`config.mk`:
```
export PLATFORM = sky130hd
export DESIGN_NAME = regfile_write_arbiter
export DESIGN_NICKNAME = d
export VERILOG_FILES = /design/src/rtl/wbarb_pkg.sv /design/src/rtl/rr_arbiter.sv /design/src/rtl/regfile_write_arbiter.sv
export SDC_FILE = /design/constraint.sdc
export NUM_CORES = 1
export LEC_CHECK = 0
export CORE_MARGIN = 2
export CORE_UTILIZATION = 40
export CTS_CLUSTER_SIZE = 20
export DETAILED_ROUTE_END_ITERATION = 6
export GPL_ROUTABILITY_DRIVEN = 1
export PLACE_DENSITY_LB_ADDON = 0.15
export SLEW_MARGIN = 25
export SYNTH_ARGS = -nofsm -noshare
export SYNTH_HDL_FRONTEND = slang
export SYNTH_SLANG_ARGS = --single-unit
```
`constraint.sdc`:
```
create_clock -name Clk -period 4 [get_ports Clk]
set_input_delay 0.8 -clock Clk [delete_from_list [all_inputs] [get_ports Clk]]
set_output_delay 0.8 -clock Clk [all_outputs]
set_load 0.05 [all_outputs]
```
`src/rtl/wbarb_pkg.sv`:
```
// Shared constants and helpers for the register-file write arbiter.
package wbarb_pkg;

  localparam int unsigned ADDR_W_DEF = 5;
  localparam int unsigned DATA_W_DEF = 32;
  localparam int unsigned DROP_W     = 8;

  localparam logic [4:0]        REG_ZERO = 5'd0;
  localparam logic [DROP_W-1:0] DROP_MAX = 8'd255;

  // Saturating increment for the dropped-write counter.
  function automatic logic [DROP_W-1:0] sat_inc(input logic [DROP_W-1:0] v);
    return (v == DROP_MAX) ? v : v + DROP_W'(1);
  endfunction

endpackage

```
`src/rtl/rr_arbiter.sv`:
```
// Round-robin one-hot grant with a rotating priority pointer; no grant under hold or reset.
module rr_arbiter #(
  parameter int unsigned NREQ = 2
) (
  input  logic            clk,
  input  logic            rst_n,
  input  logic            hold,
  input  logic [NREQ-1:0] req,
  output logic [NREQ-1:0] grant_c
);

  localparam int unsigned PTR_W = (NREQ > 1) ? $clog2(NREQ) : 1;

  logic [PTR_W-1:0] ptr_q, ptr_d;
  logic [PTR_W-1:0] idx;
  int unsigned      pos;

  // First valid requester at or above the pointer, wrapping modulo NREQ.
  always_comb begin
    grant_c = '0;
    ptr_d   = ptr_q;
    idx     = '0;
    pos     = 0;
    if (rst_n && !hold) begin
      for (int unsigned off = 0; off < NREQ; off++) begin
        pos = 32'(ptr_q) + off;
        if (pos >= NREQ) pos = pos - NREQ;
        idx = PTR_W'(pos);
        if ((grant_c == '0) && req[idx]) begin
          grant_c[idx] = 1'b1;
          ptr_d        = (pos == NREQ - 1) ? '0 : idx + PTR_W'(1);
        end
      end
    end
  end

  always_ff @(posedge clk or negedge rst_n) begin
    if (!rst_n) ptr_q <= '0;
    else        ptr_q <= ptr_d;
  end

endmodule

```
`src/rtl/regfile_write_arbiter.sv`:
```
// Shares the register-file write port among NREQ requesters with a registered output stage.
// Optional read bypass ports are enabled by defining WBARB_BYPASS_EN.
module regfile_write_arbiter
  import wbarb_pkg::*;
#(
  parameter int unsigned NREQ   = 2,
  parameter int unsigned ADDR_W = ADDR_W_DEF,
  parameter int unsigned DATA_W = DATA_W_DEF
) (
  input  logic                   Clk,
  input  logic                   Reset_n,
  input  logic                   Hold,
  input  logic [NREQ-1:0]        ReqValid,
  input  logic [NREQ*ADDR_W-1:0] ReqAddr,
  input  logic [NREQ*DATA_W-1:0] ReqData,
  output logic [NREQ-1:0]        ReqReady,
  output logic [ADDR_W-1:0]      WriteRegister,
  output logic [DATA_W-1:0]      WriteData,
  output logic                   RegWrite,
`ifdef WBARB_BYPASS_EN
  input  logic [ADDR_W-1:0]      ReadRegister1,
  input  logic [ADDR_W-1:0]      ReadRegister2,
  output logic                   BypassHit1,
  output logic                   BypassHit2,
  output logic [DATA_W-1:0]      BypassData,
`endif
  output logic [DROP_W-1:0]      DropCount
);

  logic [NREQ-1:0]   grant_c;
  logic              transfer_c;
  logic [ADDR_W-1:0] sel_addr_c;
  logic [DATA_W-1:0] sel_data_c;

  logic [ADDR_W-1:0] wr_addr_q, wr_addr_d;
  logic [DATA_W-1:0] wr_data_q, wr_data_d;
  logic              reg_write_q, reg_write_d;
  logic [DROP_W-1:0] drop_cnt_q, drop_cnt_d;

  rr_arbiter #(.NREQ(NREQ)) u_rr (
    .clk     (Clk),
    .rst_n   (Reset_n),
    .hold    (Hold),
    .req     (ReqValid),
    .grant_c (grant_c)
  );

  // Mux the granted payload; register-zero writes are accepted but only counted.
  always_comb begin
    sel_addr_c  = '0;
    sel_data_c  = '0;
    transfer_c  = |(grant_c & ReqValid);
    wr_addr_d   = wr_addr_q;
    wr_data_d   = wr_data_q;
    reg_write_d = 1'b0;
    drop_cnt_d  = drop_cnt_q;
    for (int unsigned i = 0; i < NREQ; i++) begin
      if (grant_c[i]) begin
        sel_addr_c = ReqAddr[i*ADDR_W +: ADDR_W];
        sel_data_c = ReqData[i*DATA_W +: DATA_W];
      end
    end
    if (transfer_c) begin
      if (sel_addr_c != ADDR_W'(REG_ZERO)) begin
        wr_addr_d   = sel_addr_c;
        wr_data_d   = sel_data_c;
        reg_write_d = 1'b1;
      end else begin
        drop_cnt_d  = sat_inc(drop_cnt_q);
      end
    end
  end

  always_ff @(posedge Clk or negedge Reset_n) begin
    if (!Reset_n) begin
      wr_addr_q   <= '0;
      wr_data_q   <= '0;
      reg_write_q <= 1'b0;
      drop_cnt_q  <= '0;
    end else begin
      wr_addr_q   <= wr_addr_d;
      wr_data_q   <= wr_data_d;
      reg_write_q <= reg_write_d;
      drop_cnt_q  <= drop_cnt_d;
    end
  end

  assign ReqReady      = grant_c;
  assign WriteRegister = wr_addr_q;
  assign WriteData     = wr_data_q;
  assign RegWrite      = reg_write_q;
  assign DropCount     = drop_cnt_q;

`ifdef WBARB_BYPASS_EN
  // Forward the staged write to readers one cycle before the register file holds it.
  assign BypassHit1 = reg_write_q & (ReadRegister1 == wr_addr_q) & (wr_addr_q != ADDR_W'(REG_ZERO));
  assign BypassHit2 = reg_write_q & (ReadRegister2 == wr_addr_q) & (wr_addr_q != ADDR_W'(REG_ZERO));
  assign BypassData = wr_data_q;
`endif

endmodule

```
==> impl_table.tex, run 1 <==
\begin{tabular}{lr}
\hline
Metric & Value \\
\hline
\multicolumn{2}{l}{\textbf{Layout}} \\
Layout cells sized above 1 & 6.23\% \\
Antenna diode count & 0 \\
Area of all placed cells without fillers & 3560 um\^{}2 \\
Final design utilization & 68.8\% \\
Filler cell count & 419 \\
Total Nets Final & 416 \\
Most frequent cells in the layout & clkdlybuf4s50\_1, dfrtp\_1, nor2\_1 \\
Most common library cell in the layout ignoring fill and taps & clkdlybuf4s50\_1 \\
Syn-to-layout area delta & 64.4\% \\
\multicolumn{2}{l}{\textbf{Min path}} \\
Worst min path class & reg -> reg \\
Number of stages on the worst hold path & 1 \\
\multicolumn{2}{l}{\textbf{Yosys}} \\
Count of unique library cells instantiated by Yosys & 25 \\
Xor and xnor fraction of the mapped netlist area & 2.83\% \\
Simple-gate portion of the synthesized area & 13.2\% \\
Synthesized-area fraction occupied by ao, oa, aoi and oai cells & 23.9\% \\
Register bit total from synthesis & 47 \\
Synthesized netlist cell count & 215 \\
Nets in the synthesized netlist & 295 \\
Synthesized cell area & 2170 um\^{}2 \\
Adder-cell share of the synthesized area & 0.578\% \\
Synth Area per Inst & 10.1 um\^{}2 \\
Number of warnings printed during yosys synthesis & 0 \\
Main combinational cell family by area after synthesis & compound AO/OA/AOI/OAI gates \\
Seq/Total Area, Yosys & 54.3\% \\
Mux cell area share after synthesis & 0.520\% \\
\multicolumn{2}{l}{\textbf{Run status}} \\
Outcome & complete, no violations \\
\multicolumn{2}{l}{\textbf{Global route}} \\
Wire length of the first global-routing pass & 9.54 mm \\
Aggregate global-route resource usage & 20.2\% \\
Initial antenna violation count & 0 \\
Via count of the first global-routing pass & 2014 \\
Maximum number of pins on one net before global-route repair & 49 \\
Remaining global-route overflow & 0 \\
\multicolumn{2}{l}{\textbf{Timing}} \\
Unrepaired setup endpoints after global routing & false \\
Post-Route Skew & 0.00708 ns \\
TNS Setup & 0 ns \\
Slew @ Worst Pin & 0.602 ns \\
Fmax & 0.335 GHz \\
\# setup viols final & 0 \\
Time the worst path needs with I/O delays and setup & 2.99 ns \\
Share of the cycle needed by the critical path after routing & 74.7\% \\
Number of max-slew violations in the final report & 0 \\
Max-slew headroom at the worst pin & 59.9\% \\
Final hold violation count & 0 \\
\multicolumn{2}{l}{\textbf{Floorplanning}} \\
Die span in x & 77.6 um \\
Row count & 26 \\
Initial cell density of the core & 41.9\% \\
Floorplan core area & 5170 um\^{}2 \\
Area enclosed by the die boundary & 6020 um\^{}2 \\
Die height & 77.6 um \\
Number of I/O pins & 127 \\
\multicolumn{2}{l}{\textbf{Critical path}} \\
Maximum fanout along the worst path & 39 \\
Delay of the slowest cell on the worst path & 0.49 ns \\
Type of the worst setup path & in -> out \\
CP startpoint kind & input port \\
Worst Path Required & 3.20 ns \\
Kind of end point of the critical path & output pin \\
Worst Reg2Reg Path Length in Cells & 7 \\
Worst path slowest cell & and3\_4 \\
Data arrival, critical path & 2.19 ns \\
Crit path cell chain & clkdlybuf4s50\_1 > nor2b\_2 > and3\_4 > buf\_4 \\
\multicolumn{2}{l}{\textbf{Routing}} \\
Met2 wire len & 2.87 mm \\
Via-to-Cell Ratio & 5.06 \\
Met3 routed WL & 510 um \\
WL met1 & 2.50 mm \\
Initial DRC Count & 116 \\
Pre-antenna DRT Iters & 4 \\
Routed length per placed instance & 14.6 um \\
Top routing layer used & met4 \\
Number of vias after detailed routing & 2059 \\
Routed wire length & 5.93 mm \\
Post-detailed-route DRC marker count & 0 \\
Number of routed nets with antenna violations & 0 \\
\multicolumn{2}{l}{\textbf{Power and ir drop}} \\
Power Total & 1.97 mW \\
Cell leakage power & 1.44 nW \\
Total power per unit cell area & 552 nW/um\^{}2 \\
VDD IR max & 0.423 mV \\
\multicolumn{2}{l}{\textbf{Clock tree}} \\
Max Buffers Root-to-Sink & 2 \\
Number of clock sinks & 47 \\
Number of CTS-inserted buffers & 5 \\
PostCTS Resize Cnt & 0 \\
Clock transition at the registers of the reported paths & 0.08 ns \\
Number of buffers inserted by hold repair at cts & 0 \\
Clock latency reported for the late side of the worst-skew pair & 0.30 ns \\
CTS tree & yes \\
Depth of the CTS H-tree & 2 \\
Clock Tree Root & clkbuf\_8 \\
Post-CTS Setup Inserts & 0 \\
\multicolumn{2}{l}{\textbf{Flow run}} \\
Max-cap viol count & 0 \\
\multicolumn{2}{l}{\textbf{Place}} \\
Cell area after placement & 3470 um\^{}2 \\
Weighted congestion at the end of routability-driven global placement & 0.743 \\
Port-buffer cells & 126 \\
Detail Placement HPWL & 4.34 mm \\
\hline
\end{tabular}
## cell usage after synthesis
master | number | area share [%]
a311oi_4 | 1 | 1.2
a31oi_1 | 1 | 0.29
xnor2_1 | 2 | 0.81
clkbuf_1 | 4 | 0.69
a22o_4 | 1 | 0.81
inv_1 | 5 | 0.87
a21oi_1 | 33 | 7.6
nand4_1 | 3 | 0.87
xor2_1 | 5 | 2.0
dfrtp_1 | 47 | 54
and3_4 | 3 | 1.6
nand2b_1 | 2 | 0.58
nor2_1 | 40 | 6.9
nand3b_1 | 1 | 0.35
ha_1 | 1 | 0.58
o21ai_0 | 5 | 1.2
and3_1 | 2 | 0.58
nor3_1 | 2 | 0.46
buf_6 | 1 | 0.52
nor2b_2 | 1 | 0.40
nand2_1 | 5 | 0.87
mux2_1 | 1 | 0.52
buf_2 | 11 | 2.5
nand2b_4 | 1 | 0.64
a22oi_1 | 37 | 13
## sequential cells by signal (all words and copies together) (netlist names)
register and flops:
RegWrite 1, WriteRegister 5, u_rr.ptr_q 1, WriteData 32, DropCount 8
## final timing paths
| check | from | end | slack, ns |
|---|---|---|---|
| max reg2reg | u_rr.ptr_q | WriteData[2] | 1.85 |
| min in group asynchronous | Reset_n | u_rr.ptr_q | 0.61 |
| min | DropCount[6] | DropCount[6] | 0.50 |
| min reg2reg | DropCount[6] | DropCount[6] | 0.50 |
| max in group asynchronous | Reset_n | WriteData[1] | 2.99 |
| max | Hold | ReqReady[0] | 1.01 |
## stage by stage
| stage | hold slack, ns | setup slack, ns | std cells |
|---|---|---|---|
| final | 0.501 | 1.01 | 407 |
| after floorplan | 0.463 | 1.39 | 215 |
| after global placement | 0.492 | 0.968 | 399 |
| after global routing | 0.533 | 0.922 | 407 |
| after CTS | 0.511 | 0.990 | 407 |
| after detailed placement | 0.497 | 0.898 | 399 |
## layer usage
metal | up-vias | GRT usage (%)
li1 | 1006 | -
met1 | 950 | 24.9
met2 | 99 | 33.6
met3 | 4 | 6.63
met4 | 0 | 5.89
met5 | - | 0
## power by group
part / switching [mW] / internal (mW)
clock: 0.161 / 0.142
sequential: 0.0874 / 0.598
combinational: 0.623 / 0.355
total: 0.872 / 1.09
## layout make-up
type                            count  area [um^2]  share of cell area (%)
Tap cell                           70         87.6                    2.46
Clock inverter                      1         8.76                   0.246
Clock buffer                        7         86.3                    2.42
Sequential cell                    47         1180                    33.0
Multi-Input combinational cell    147          890                    25.0
Inverter                            5         18.8                   0.527
Timing Repair Buffer              130         1290                    36.3
## cells by family (layout without fill, tap and decap cells)
logic type	Yosys count	in the layout
AOI/OAI and AO/OA	78	78
xor gates and xnor gates	7	7
adders and majority gates	1	1
and+or+nand+nor	60	60
muxes	1	1
buffers and inverters	21	143
DFF	47	47
## critical path: cells and delay by family
kind	cells	cell delay, ns
buffers and inverters	2	0.71
and+or+nand+nor	2	0.67
Note: power is estimated with default switching activity, not from simulation.
==> inputs of run 2 (changes only) <==
--- a/config.mk
+++ b/config.mk
@@ -6,7 +6,7 @@
 export NUM_CORES = 1
 export LEC_CHECK = 0
 export CORE_MARGIN = 2
-export CORE_UTILIZATION = 40
+export CORE_UTILIZATION = 38
 export CTS_CLUSTER_SIZE = 20
 export DETAILED_ROUTE_END_ITERATION = 6
 export GPL_ROUTABILITY_DRIVEN = 1
==> constraint.sdc (replaced) <==
create_clock -name Clk -period 3.1 [get_ports Clk]
set_input_delay 0.62 -clock Clk [delete_from_list [all_inputs] [get_ports Clk]]
set_output_delay 0.62 -clock Clk [all_outputs]
set_load 0.05 [all_outputs]
==> run 2 against run 1 <==
- sequential power up 28%
- via count down 1.5%
- sequential share of layout area down 0.48 points
- largest power group unchanged
==> impl_table.tex, run 2 (synthesis results as in run 1) <==
\begin{tabular}{lr}
\hline
Metric & Value \\
\hline
\multicolumn{2}{l}{\textbf{Clock tree}} \\
Number of clock sinks & 47 (unchanged) \\
Clock transition at the registers of the reported paths & 0.09 ns (was 0.08 ns) \\
Clock latency reported for the late side of the worst-skew pair & 0.30 ns (about the same) \\
PostCTS Resize Cnt & 0 (unchanged) \\
Post-CTS Setup Inserts & 0 (unchanged) \\
Max Buffers Root-to-Sink & 2 (unchanged) \\
Clock Tree Root & clkbuf\_8 (unchanged) \\
CTS tree & yes (unchanged) \\
Number of CTS-inserted buffers & 5 (unchanged) \\
Number of buffers inserted by hold repair at cts & 0 (unchanged) \\
Depth of the CTS H-tree & 2 (unchanged) \\
\multicolumn{2}{l}{\textbf{Timing}} \\
Max-slew headroom at the worst pin & 60.7\% (was 59.9\%) \\
Unrepaired setup endpoints after global routing & false (unchanged) \\
Time the worst path needs with I/O delays and setup & 2.36 ns \\
Share of the cycle needed by the critical path after routing & 76.0\% \\
\# setup viols final & 0 (unchanged) \\
Number of max-slew violations in the final report & 0 (unchanged) \\
Fmax & 0.425 GHz \\
TNS Setup & 0 ns (unchanged) \\
Post-Route Skew & 0.00505 ns (was 0.00708 ns) \\
Slew @ Worst Pin & 0.589 ns (was 0.602 ns) \\
Final hold violation count & 0 (unchanged) \\
\multicolumn{2}{l}{\textbf{Run status}} \\
Outcome & complete, no violations (unchanged) \\
\multicolumn{2}{l}{\textbf{Power and ir drop}} \\
Total power per unit cell area & 717 nW/um\^{}2 (was 552 nW/um\^{}2) \\
Power Total & 2.59 mW (was 1.97 mW) \\
Cell leakage power & 1.46 nW (was 1.44 nW) \\
VDD IR max & 0.551 mV (was 0.423 mV) \\
\multicolumn{2}{l}{\textbf{Routing}} \\
Via-to-Cell Ratio & 4.95 (was 5.06) \\
Pre-antenna DRT Iters & 4 (unchanged) \\
Number of vias after detailed routing & 2028 (was 2059) \\
Initial DRC Count & 96 (was 116) \\
Routed wire length & 5.88 mm (was 5.93 mm) \\
Routed length per placed instance & 14.3 um (was 14.6 um) \\
Number of routed nets with antenna violations & 0 (unchanged) \\
Post-detailed-route DRC marker count & 0 (unchanged) \\
\multicolumn{2}{l}{\textbf{Critical path}} \\
Kind of end point of the critical path & output pin (unchanged) \\
Data arrival, critical path & 1.74 ns (was 2.19 ns) \\
Type of the worst setup path & in -> out (unchanged) \\
Maximum fanout along the worst path & 4 (was 39) \\
CP startpoint kind & input port (unchanged) \\
Worst Path Required & 2.48 ns (was 3.20 ns) \\
\multicolumn{2}{l}{\textbf{Layout}} \\
Layout cells sized above 1 & 6.80\% (was 6.23\%) \\
Most common library cell in the layout ignoring fill and taps & clkdlybuf4s50\_1 (unchanged) \\
Most frequent cells in the layout & clkdlybuf4s50\_1, dfrtp\_1, nor2\_1 (unchanged) \\
Filler cell count & 458 (was 419) \\
Antenna diode count & 0 (unchanged) \\
Total Nets Final & 417 (was 416) \\
Largest register FFs & 32 (unchanged) \\
Final design utilization & 65.6\% (was 68.8\%) \\
Syn-to-layout area delta & 66.8\% (was 64.4\%) \\
\multicolumn{2}{l}{\textbf{Floorplanning}} \\
Initial cell density of the core & 39.3\% (was 41.9\%) \\
Area enclosed by the die boundary & 6320 um\^{}2 (was 6020 um\^{}2) \\
Die span in x & 79.5 um (was 77.6 um) \\
Die height & 79.5 um (was 77.6 um) \\
Floorplan core area & 5510 um\^{}2 (was 5170 um\^{}2) \\
Row count & 27 (was 26) \\
Number of I/O pins & 127 (unchanged) \\
\multicolumn{2}{l}{\textbf{Global route}} \\
Aggregate global-route resource usage & 18.4\% (was 20.2\%) \\
Initial antenna violation count & 0 (unchanged) \\
Via count of the first global-routing pass & 1953 (was 2014) \\
Wire length of the first global-routing pass & 9.07 mm (was 9.54 mm) \\
Maximum number of pins on one net before global-route repair & 53 (was 49) \\
Remaining global-route overflow & 0 (unchanged) \\
\multicolumn{2}{l}{\textbf{Flow run}} \\
Max-cap viol count & 0 (unchanged) \\
\multicolumn{2}{l}{\textbf{Min path}} \\
Worst min path class & in -> async (was reg -> reg) \\
\multicolumn{2}{l}{\textbf{Place}} \\
Port-buffer cells & 126 (unchanged) \\
Weighted congestion at the end of routability-driven global placement & 0.792 (was 0.743) \\
Detail Placement HPWL & 4.31 mm (was 4.34 mm) \\
\hline
\end{tabular}
==> run 2: where the power goes <==
group          internal, mW  switching, mW
Clock                 0.240          0.207
Combinational         0.463          0.802
Sequential            0.772          0.109
Total                  1.47           1.12
==> run 2: worst max-delay path: stages <==
cell and delay, ns:
clkdlybuf4s50_1 0.43, nor2b_2 0.18, and3_1 0.33, buf_12 0.18
==> run 2: final cells by class <==
type	count	area [um^2]	area share [%]
Clock inverter	3	43.8	1.21
Inverter	5	18.8	0.519
Sequential cell	47	1180	32.5
Tap cell	72	90.1	2.49
Timing Repair Buffer	131	1330	36.7
Multi-Input combinational cell	147	890	24.6
Clock buffer	5	68.8	1.90
==> run 2: path summary, 6_finish.rpt <==
| check | startpoint | end | slack (ns) | depth (start not counted) |
|---|---|---|---|---|
| min in group Clk | u_rr.ptr_q | u_rr.ptr_q | 0.52 | 1 |
| hold reg to reg | u_rr.ptr_q | u_rr.ptr_q | 0.52 | 1 |
| max in group asynchronous | Reset_n | WriteData[17] | 2.26 | 2 |
| setup / recovery | Hold | ReqReady[1] | 0.74 | 4 |
| hold / removal | Reset_n | WriteRegister[2] | 0.43 | 2 |
| setup reg to reg | DropCount[0] | DropCount[5] | 1.26 | 6 |
==> run 2: stage by stage <==
step,cells,hold WS [ns],setup WS [ns],cell area [um^2]
final,410,0.434,0.744,3610
after floorplan,215,0.324,0.854,2170
after global routing,410,0.489,0.697,3610
after global placement,402,0.485,0.644,3500
after detailed placement,402,0.491,0.589,3500
after CTS,410,0.467,0.762,3610
==> run 2: metal layers <==
layer	wire length (um)	global-route usage [%]	share of wire, %	vias to the layer above
li1	-	-	-	1012
met1	2400	22.8	41	919
met2	2740	29.7	47	88
met3	656	6.90	11	9
met4	89	6.03	1.5	0
met5	0	0	0	-
